## src/rtl/ws2812_frame_ctrl.sv

```systemverilog
`timescale 1ns/1ps
`default_nettype none
// =============================================================================
// ws2812_frame_ctrl : fetches one frame of GRB pixels, scales by brightness,
//                     streams them to the WS2812 encoder, then runs the latch gap
// Revision 1.0
// =============================================================================
module ws2812_frame_ctrl #(
  parameter int NUM_LEDS     = 64,
  parameter int ADDR_W       = 6,
  parameter int LATCH_CYCLES = 19500
) (
  input  logic              clk,
  input  logic              rst_n,
  input  logic              start,
  input  logic              abort,
  input  logic [7:0]        bright,
  output logic              busy,
  output logic              frame_done,
  output logic              pix_rd,
  output logic [ADDR_W-1:0] pix_addr,
  input  logic [23:0]       pix_data,
  output logic [23:0]       enc_rgb,
  output logic              enc_enable,
  input  logic              enc_tx_done
);

  localparam int LCNT_W = $clog2(LATCH_CYCLES + 1);
  localparam int PCNT_W = ADDR_W + 1;

  localparam logic [2:0] S_IDLE  = 3'd0;
  localparam logic [2:0] S_FETCH = 3'd1;
  localparam logic [2:0] S_LOAD  = 3'd2;
  localparam logic [2:0] S_SEND  = 3'd3;
  localparam logic [2:0] S_LATCH = 3'd4;
  localparam logic [2:0] S_DONE  = 3'd5;

  localparam logic [PCNT_W-1:0] LAST_PIX   = PCNT_W'(NUM_LEDS - 1);
  localparam logic [PCNT_W-1:0] NUM_PIX    = PCNT_W'(NUM_LEDS);
  localparam logic [LCNT_W-1:0] LATCH_LAST = LCNT_W'(LATCH_CYCLES - 1);

  logic [2:0]        r_state;
  logic [7:0]        r_bright;
  logic [PCNT_W-1:0] r_pix_cnt;
  logic [LCNT_W-1:0] r_latch_cnt;
  logic [23:0]       r_next_buf;
  logic              r_rd_valid;
  logic [PCNT_W-1:0] w_pix_plus2;

  assign w_pix_plus2 = r_pix_cnt + PCNT_W'(2);

  // (c * (bright + 1)) >> 8 with a 9-bit factor and a 17-bit product
  function automatic logic [7:0] scale_chan(input logic [7:0] c, input logic [7:0] b);
    logic [8:0]  f;
    logic [16:0] p;
    f = {1'b0, b} + 9'd1;
    p = {9'b0, c} * {8'b0, f};
    return 8'(p >> 8);
  endfunction

  function automatic logic [23:0] scale_pix(input logic [23:0] px, input logic [7:0] b);
    return {scale_chan(px[23:16], b), scale_chan(px[15:8], b), scale_chan(px[7:0], b)};
  endfunction

  always_ff @(posedge clk or negedge rst_n) begin
    if (!rst_n) begin
      r_state     <= S_IDLE;
      r_bright    <= '0;
      r_pix_cnt   <= '0;
      r_latch_cnt <= '0;
      r_next_buf  <= '0;
      r_rd_valid  <= 1'b0;
      busy        <= 1'b0;
      frame_done  <= 1'b0;
      pix_rd      <= 1'b0;
      pix_addr    <= '0;
      enc_rgb     <= '0;
      enc_enable  <= 1'b0;
    end else begin
      pix_rd     <= 1'b0;
      frame_done <= 1'b0;
      r_rd_valid <= pix_rd;
      case (r_state)
        S_IDLE: begin
          r_pix_cnt   <= '0;
          r_latch_cnt <= '0;
          if (start && !abort) begin
            r_bright <= bright;
            pix_rd   <= 1'b1;
            pix_addr <= '0;
            busy     <= 1'b1;
            r_state  <= S_FETCH;
          end
        end
        S_FETCH, S_LOAD, S_SEND: begin
          if (abort) begin
            // The in-flight read, if any, is dropped; the latch gap still runs in full
            enc_enable  <= 1'b0;
            r_rd_valid  <= 1'b0;
            r_latch_cnt <= '0;
            r_state     <= S_LATCH;
          end else if (r_state == S_FETCH) begin
            r_state <= S_LOAD;
          end else if (r_state == S_LOAD) begin
            enc_rgb    <= scale_pix(pix_data, r_bright);
            enc_enable <= 1'b1;
            if (NUM_LEDS > 1) begin
              pix_rd   <= 1'b1;
              pix_addr <= ADDR_W'(1);
            end
            r_state <= S_SEND;
          end else begin
            if (r_rd_valid) r_next_buf <= pix_data;
            if (enc_tx_done) begin
              if (r_pix_cnt == LAST_PIX) begin
                enc_enable  <= 1'b0;
                r_latch_cnt <= '0;
                r_state     <= S_LATCH;
              end else begin
                enc_rgb   <= scale_pix(r_next_buf, r_bright);
                r_pix_cnt <= r_pix_cnt + PCNT_W'(1);
                if (w_pix_plus2 < NUM_PIX) begin
                  pix_rd   <= 1'b1;
                  pix_addr <= ADDR_W'(w_pix_plus2);
                end
              end
            end
          end
        end
        S_LATCH: begin
          if (r_latch_cnt == LATCH_LAST) begin
            frame_done <= 1'b1;
            busy       <= 1'b0;
            r_state    <= S_DONE;
          end else begin
            r_latch_cnt <= r_latch_cnt + LCNT_W'(1);
          end
        end
        S_DONE: begin
          r_pix_cnt <= '0;
          r_state   <= S_IDLE;
        end
        default: r_state <= S_IDLE;
      endcase
    end
  end

endmodule
`default_nettype wire

```

## config.mk

```make
export PLATFORM = sky130hd
export DESIGN_NAME = ws2812_frame_ctrl
export DESIGN_NICKNAME = d
export VERILOG_FILES = /design/src/rtl/ws2812_frame_ctrl.sv
export SDC_FILE = /design/constraint.sdc
export NUM_CORES = 1
export LEC_CHECK = 0
export ABC_AREA = 1
export BUFFER_PORTS_ARGS = -buffer_cell sky130_fd_sc_hd__buf_4
export CAP_MARGIN = 40
export CORE_MARGIN = 4
export CORE_UTILIZATION = 40
export DETAILED_ROUTE_END_ITERATION = 16
export PLACE_DENSITY = 0.6
export RECOVER_POWER = 50
export SYNTH_ARGS = -nofsm -noshare
export SYNTH_HDL_FRONTEND = slang
export SYNTH_SLANG_ARGS = --single-unit
```

## constraint.sdc

```tcl
create_clock -name clk -period 9.97 [get_ports clk]
set_input_delay 0.997 -clock clk [delete_from_list [all_inputs] [get_ports clk]]
set_output_delay 0.997 -clock clk [all_outputs]
set_load 0.01 [all_outputs]
```

Word-level counts from Yosys, hierarchy flattened
Cells that the tools add are included.
{"block": "classes", "addsub": 4, "n_mul": 6, "order_cmp": 1, "n_eq_ne": 26, "mux": 52, "n_bitwise": 3, "n_reduce_logical": 21}
{"cell": "8-bit by 9-bit multiplier with 16-bit output", "count": 6}
{"cell": "15-bit 2-to-1 mux", "count": 6}
{"cell": "24-bit 2-to-1 mux", "count": 3}
{"cell": "15-bit case mux with 3 select lines", "count": 1}
{"cell": "6-bit 2-to-1 mux", "count": 7}
{"cell": "7-bit 2-to-1 mux", "count": 5}
{"cell": "3-bit 2-to-1 mux", "count": 7}
{"cell": "3-bit != test, second input constant", "count": 7}
{"cell": "2-bit != test, second input constant", "count": 10}
{"cell": "1-bit 2-to-1 mux", "count": 18}
{"cell": "15-bit by 1-bit adder with 15-bit output, second input constant", "count": 1}
{"cell": "15-bit == test, second input constant", "count": 1}
{"cell": "7-bit case mux with 2 select lines", "count": 1}
{"cell": "6-bit case mux with 2 select lines", "count": 1}
{"cell": "6-bit AND reduction", "count": 2}
{"cell": "5-bit != test, second input constant", "count": 2}
{"cell": "5-bit AND reduction", "count": 2}
{"cell": "8-bit by 1-bit adder with 9-bit output, second input constant", "count": 1}
{"cell": "3-bit case mux with 3 select lines", "count": 1}
{"cell": "3-bit nonzero test", "count": 3}
{"cell": "4-bit AND reduction", "count": 2}
{"cell": "2-bit nonzero test", "count": 4}
{"cell": "7-bit by 1-bit adder with 7-bit output, second input constant", "count": 1}
{"cell": "7-bit by 2-bit adder with 7-bit output, second input constant", "count": 1}
{"cell": "other kinds (15)", "count": 20}
{"block": "totals", "reg_bits": 92, "input_bits": 37, "out_inout_bits": 34, "elab_cells": 125}

Depth between registers and ports, before layout
{"block": "depth", "ltp_word": 9, "mapped_depth": 28, "ltp_nobuf": 26}

Worst setup path after synthesis
OpenSTA, ideal clock, no wires.
{"block": "synth_timing", "path_type": "register -> register", "from": "reg r_bright[1]", "to": "reg enc_rgb[4]", "setup_ns": 0.117, "t_arrival_ns": 4.766, "t_required_ns": 9.853, "slack_ns": 5.087, "stages_incl_launch_ff": 22, "path_buffers": 3, "period_less_slack_ns": 4.883, "cell_sequence": "dfrtp_1 ha_1 clkbuf_1 buf_2 buf_1 nand2_1 fa_1 fa_1 inv_1 fa_1 inv_1 fa_1 inv_1 ha_1 a21oi_1 o21ai_0 a21oi_1 nand3_1 nand3_1 o21ai_0 nand2_1 nand2_1"}
{"block": "synth_between", "elab_chain_len": 5, "word_cells_on_any_way": 6, "classes_between": "add/sub (1); mul (2); mux (3)"}
{"element": "start, declared", "line_no": "43", "source": "logic [7:0] r_bright;"}
{"element": "start signal, assigned", "line_no": "88", "source": "r_bright <= bright;"}
{"element": "8-bit by 1-bit adder with 9-bit output *", "line_no": "56", "source": "f = {1'b0, b} + 9'd1;"}
{"element": "8-bit by 9-bit multiplier with 16-bit output", "line_no": "57", "source": "p = {9'b0, c} * {8'b0, f};"}
{"element": "24-bit 2-to-1 mux", "line_no": "115", "source": "if (r_pix_cnt == LAST_PIX) begin"}
{"element": "24-bit 2-to-1 mux", "line_no": "114", "source": "if (enc_tx_done) begin"}
{"element": "24-bit 2-to-1 mux *", "line_no": "104", "source": "end else if (r_state == S_LOAD) begin"}
{"element": "end signal, assigned", "line_no": "105", "source": "enc_rgb <= scale_pix(pix_data, r_bright);"}
{"element": "end signal, assigned", "line_no": "120", "source": "enc_rgb <= scale_pix(r_next_buf, r_bright);"}
{"element": "end, declared", "line_no": "23", "source": "output logic [23:0] enc_rgb,"}
Mark *: on every way between the ends. The rest lies on a longest branch, timed or not. The select of a mux whose other input is x is not followed.
A chain may end at the register's enable or synchronous reset.

Worst setup path after layout
{"block": "layout_timing", "from": "reg r_bright[0]", "to": "reg enc_rgb[9]"}
Same word-level chain as after synthesis.

==> metrics.txt <==
Max Freq 159 MHz; Peak VDD IR between 0.1 and 0.15 mV; fin cells 3151; grt ovf 0; H-tree Lvls 3; outcome finished with violations; Layout Area Growth over Synthesis 8.16%; commonest non-fill, non-tap cell in the layout nand2_1; Post-DP Area 19100 um2; failing checks capacitance limit, slew limit; Layout Nets between 3000 and 4000; critical path peak fanout 32; IO Pins slightly above 70; Slew headroom -93.5%; postcts setup bufs 0; number of flops mapped to enable cells by yosys 0; Final Max Tran Viols 133; Via density approximately 5.0; post-CTS sizing 0; Final setup viols 0; largest net degree at the start of global routing 52; gp weighted congestion 0.895; CTS Buf Count 9; DR iter-0 viols around 990; clk slew on worst S/H paths 0.08 ns; CP Class flip-flop to flip-flop; Worst EP required 10.25 ns; Hold Crit Class flip-flop to flip-flop; Syn Area/Cell 7.12 um2; DP HPWL approximately 40000 um; post-synthesis register bit count 92; Pre-antenna DRT Iters 6; register area share after synthesis ~13%; root cell of the clock tree clkbuf_16; Avg WL per Cell 16.1 um; Die W 219 um; Cells after DPL 3134; highest-count cells in the layout ignoring fill and taps 605 x nand2_1, 511 x inv_1, 385 x nor2_1, 240 x fa_1, 196 x ha_1; DRC 0; IO Port Bufs 70; Max Cap Violations 3; Cells after Synth 2509; Die Y about 220 um; CTS tree built; ANT nets after route 0; CORE AREA around 44000 um2; # hold bufs at CTS 0; critical path, cell by cell buf_4 > ha_1 > xor2_1 > buf_4 > clkinv_1 > buf_4 > nor2_1 > fa_1 > fa_1 > fa_1 > inv_1 > fa_1 > inv_1 > ha_1 > nand2_1 > inv_1 > a21oi_1 > nand2_1 > o21ai_0 > nand2_1 > nand2_1 > nand2_1; worst skew pair latency 0.39 ns; fin util 43.7%; Std-Cell Rows 77; Tightest Pin Transition 2.90 ns; Hold Vio Cnt, Final 0; final hold slack 0.480 ns; final WL 50900 um; ys async rst share 100%; RSZ-0062 raised after global routing false; arrival time worst endpoint 6.58 ns; CTS Sinks 92; initial antenna violation count 0; clk buf depth 2; Final min period 6.30 ns; Top FF cell, synth dfrtp_1; CP Capture Type flip-flop; CP max stage delay 0.49 ns; DIE AREA a little under 50000 um2; synth warn 0; DR vias about 16000; Starting Density 40.4%; Clock Skews 0.0159 ns; Distinct cells, synth 40; fin crit share approximately 63%; Netlist Area Pre-Place 17900 um2; layout cells sized above 1 4.57%; first-pass GRT wire length 85100 um; GRT Overall Usage 22.2%; Power Dens Cells 94.8 nW/um2; Pleak 11.1 nW; vias in the first global route 16433; Startpoint Class flip-flop; critical path's slowest cell fa_1; cell mode on critical path nand2_1; Sum Neg Setup Slack 0 ns; Mapped Nets 2982; Design Area, Final 19300 um2
-- flip-flops by register name, summed over array words and instances (netlist names), 3 cells and up --
name / flops
r_next_buf: 24
r_pix_cnt: 7
r_latch_cnt: 15
r_state: 3
pix_addr: 6
enc_rgb: 24
r_bright: 8
-- synthesized netlist by cell type, types with 7 or more instances --
master / instances / area (um2)
buf_2: 17 / 85.1
clkbuf_1: 34 / 128
xnor2_1: 10 / 87.6
dfrtp_1: 92 / 2300
o21ai_0: 84 / 420
xor2_1: 25 / 219
nand3b_1: 15 / 113
inv_2: 8 / 30.0
a21o_1: 7 / 52.6
nand4_1: 12 / 75.1
nand2_1: 603 / 2260
nand3_1: 116 / 581
nor3_1: 18 / 90.1
inv_1: 510 / 1910
fa_1: 240 / 4800
nor2_1: 385 / 1450
nor4_1: 11 / 68.8
ha_1: 196 / 2450
a21oi_1: 79 / 395
-- kinds of logic after synthesis --
group	count (synthesis)	synth area share, %
and+or+nand+nor	1174	26.5
buffers and inverters	576	12.3
adders and majority gates	436	40.6
AOI/OAI and AO/OA	196	6.01
DFF	92	12.9
xor gates and xnor gates	35	1.72
-- worst max-delay path: cells and delay by family, from the launching register on --
kind / cells / cell delay (ns)
AO/OA/AOI/OAI: 2 / 0.58
XOR/XNOR: 1 / 0.16
adder cells (fa/ha/maj): 6 / 2.49
buffers and inverters: 7 / 1.80
flip-flops: 1 / 0.45
AND/OR/NAND/NOR: 6 / 0.70
-- final timing paths --
kind,start,endpoint,slack (ns),cells past startpoint
worst max register to register,r_bright[0]$_DFFE_PN0P_,enc_rgb[9]$_DFFE_PN0P_,3.67,22
max in group asynchronous,rst_n,r_latch_cnt[11]$_DFFE_PN0P_,4.46,3
worst min register to register,enc_rgb[7]$_DFFE_PN0P_,enc_rgb[7]$_DFFE_PN0P_,0.48,2
worst min-delay path,enc_rgb[7]$_DFFE_PN0P_,enc_rgb[7]$_DFFE_PN0P_,0.48,2
worst max-delay path,r_bright[0]$_DFFE_PN0P_,enc_rgb[9]$_DFFE_PN0P_,3.67,22
min in group asynchronous,rst_n,r_next_buf[1]$_DFFE_PN0P_,1.22,1
-- per-stage QoR --
| stage | worst slack, ns | power [mW] |
|---|---|---|
| after detailed placement | 3.77 | 1.46 |
| after global routing | 3.28 | 2.03 |
| after global placement | 3.86 | 1.45 |
| final | 3.67 | 1.83 |
| after floorplan | 5.09 | 1.18 |
| after CTS | 3.75 | 1.85 |
-- where the power goes --
part | leakage, nW | internal, mW | total, mW | switching [mW]
clock network | 0.144 | 0.178 | 0.369 | 0.191
registers | 1.20 | 0.375 | 0.378 | 0.00272
logic | 9.73 | 0.393 | 1.09 | 0.692
-- layer usage --
metal  track usage [%]  share of wire [%]
met1              30.8                 46
met2              36.4                 46
met3              3.16                5.4
met4              6.43                2.7
met5                 0                  0
-- area by class of cell --
type                       instances  area, um2
tap                              592        741
timing repair buffer              89        666
antenna                            1       2.50
clock inverter                     7       77.6
sequential                        92       2300
inverter                         520       1950
multi-input combinational       1841      13400
fill                            4581      24900
clock buffer                       9        225
Power figures use the tool's default switching activity.
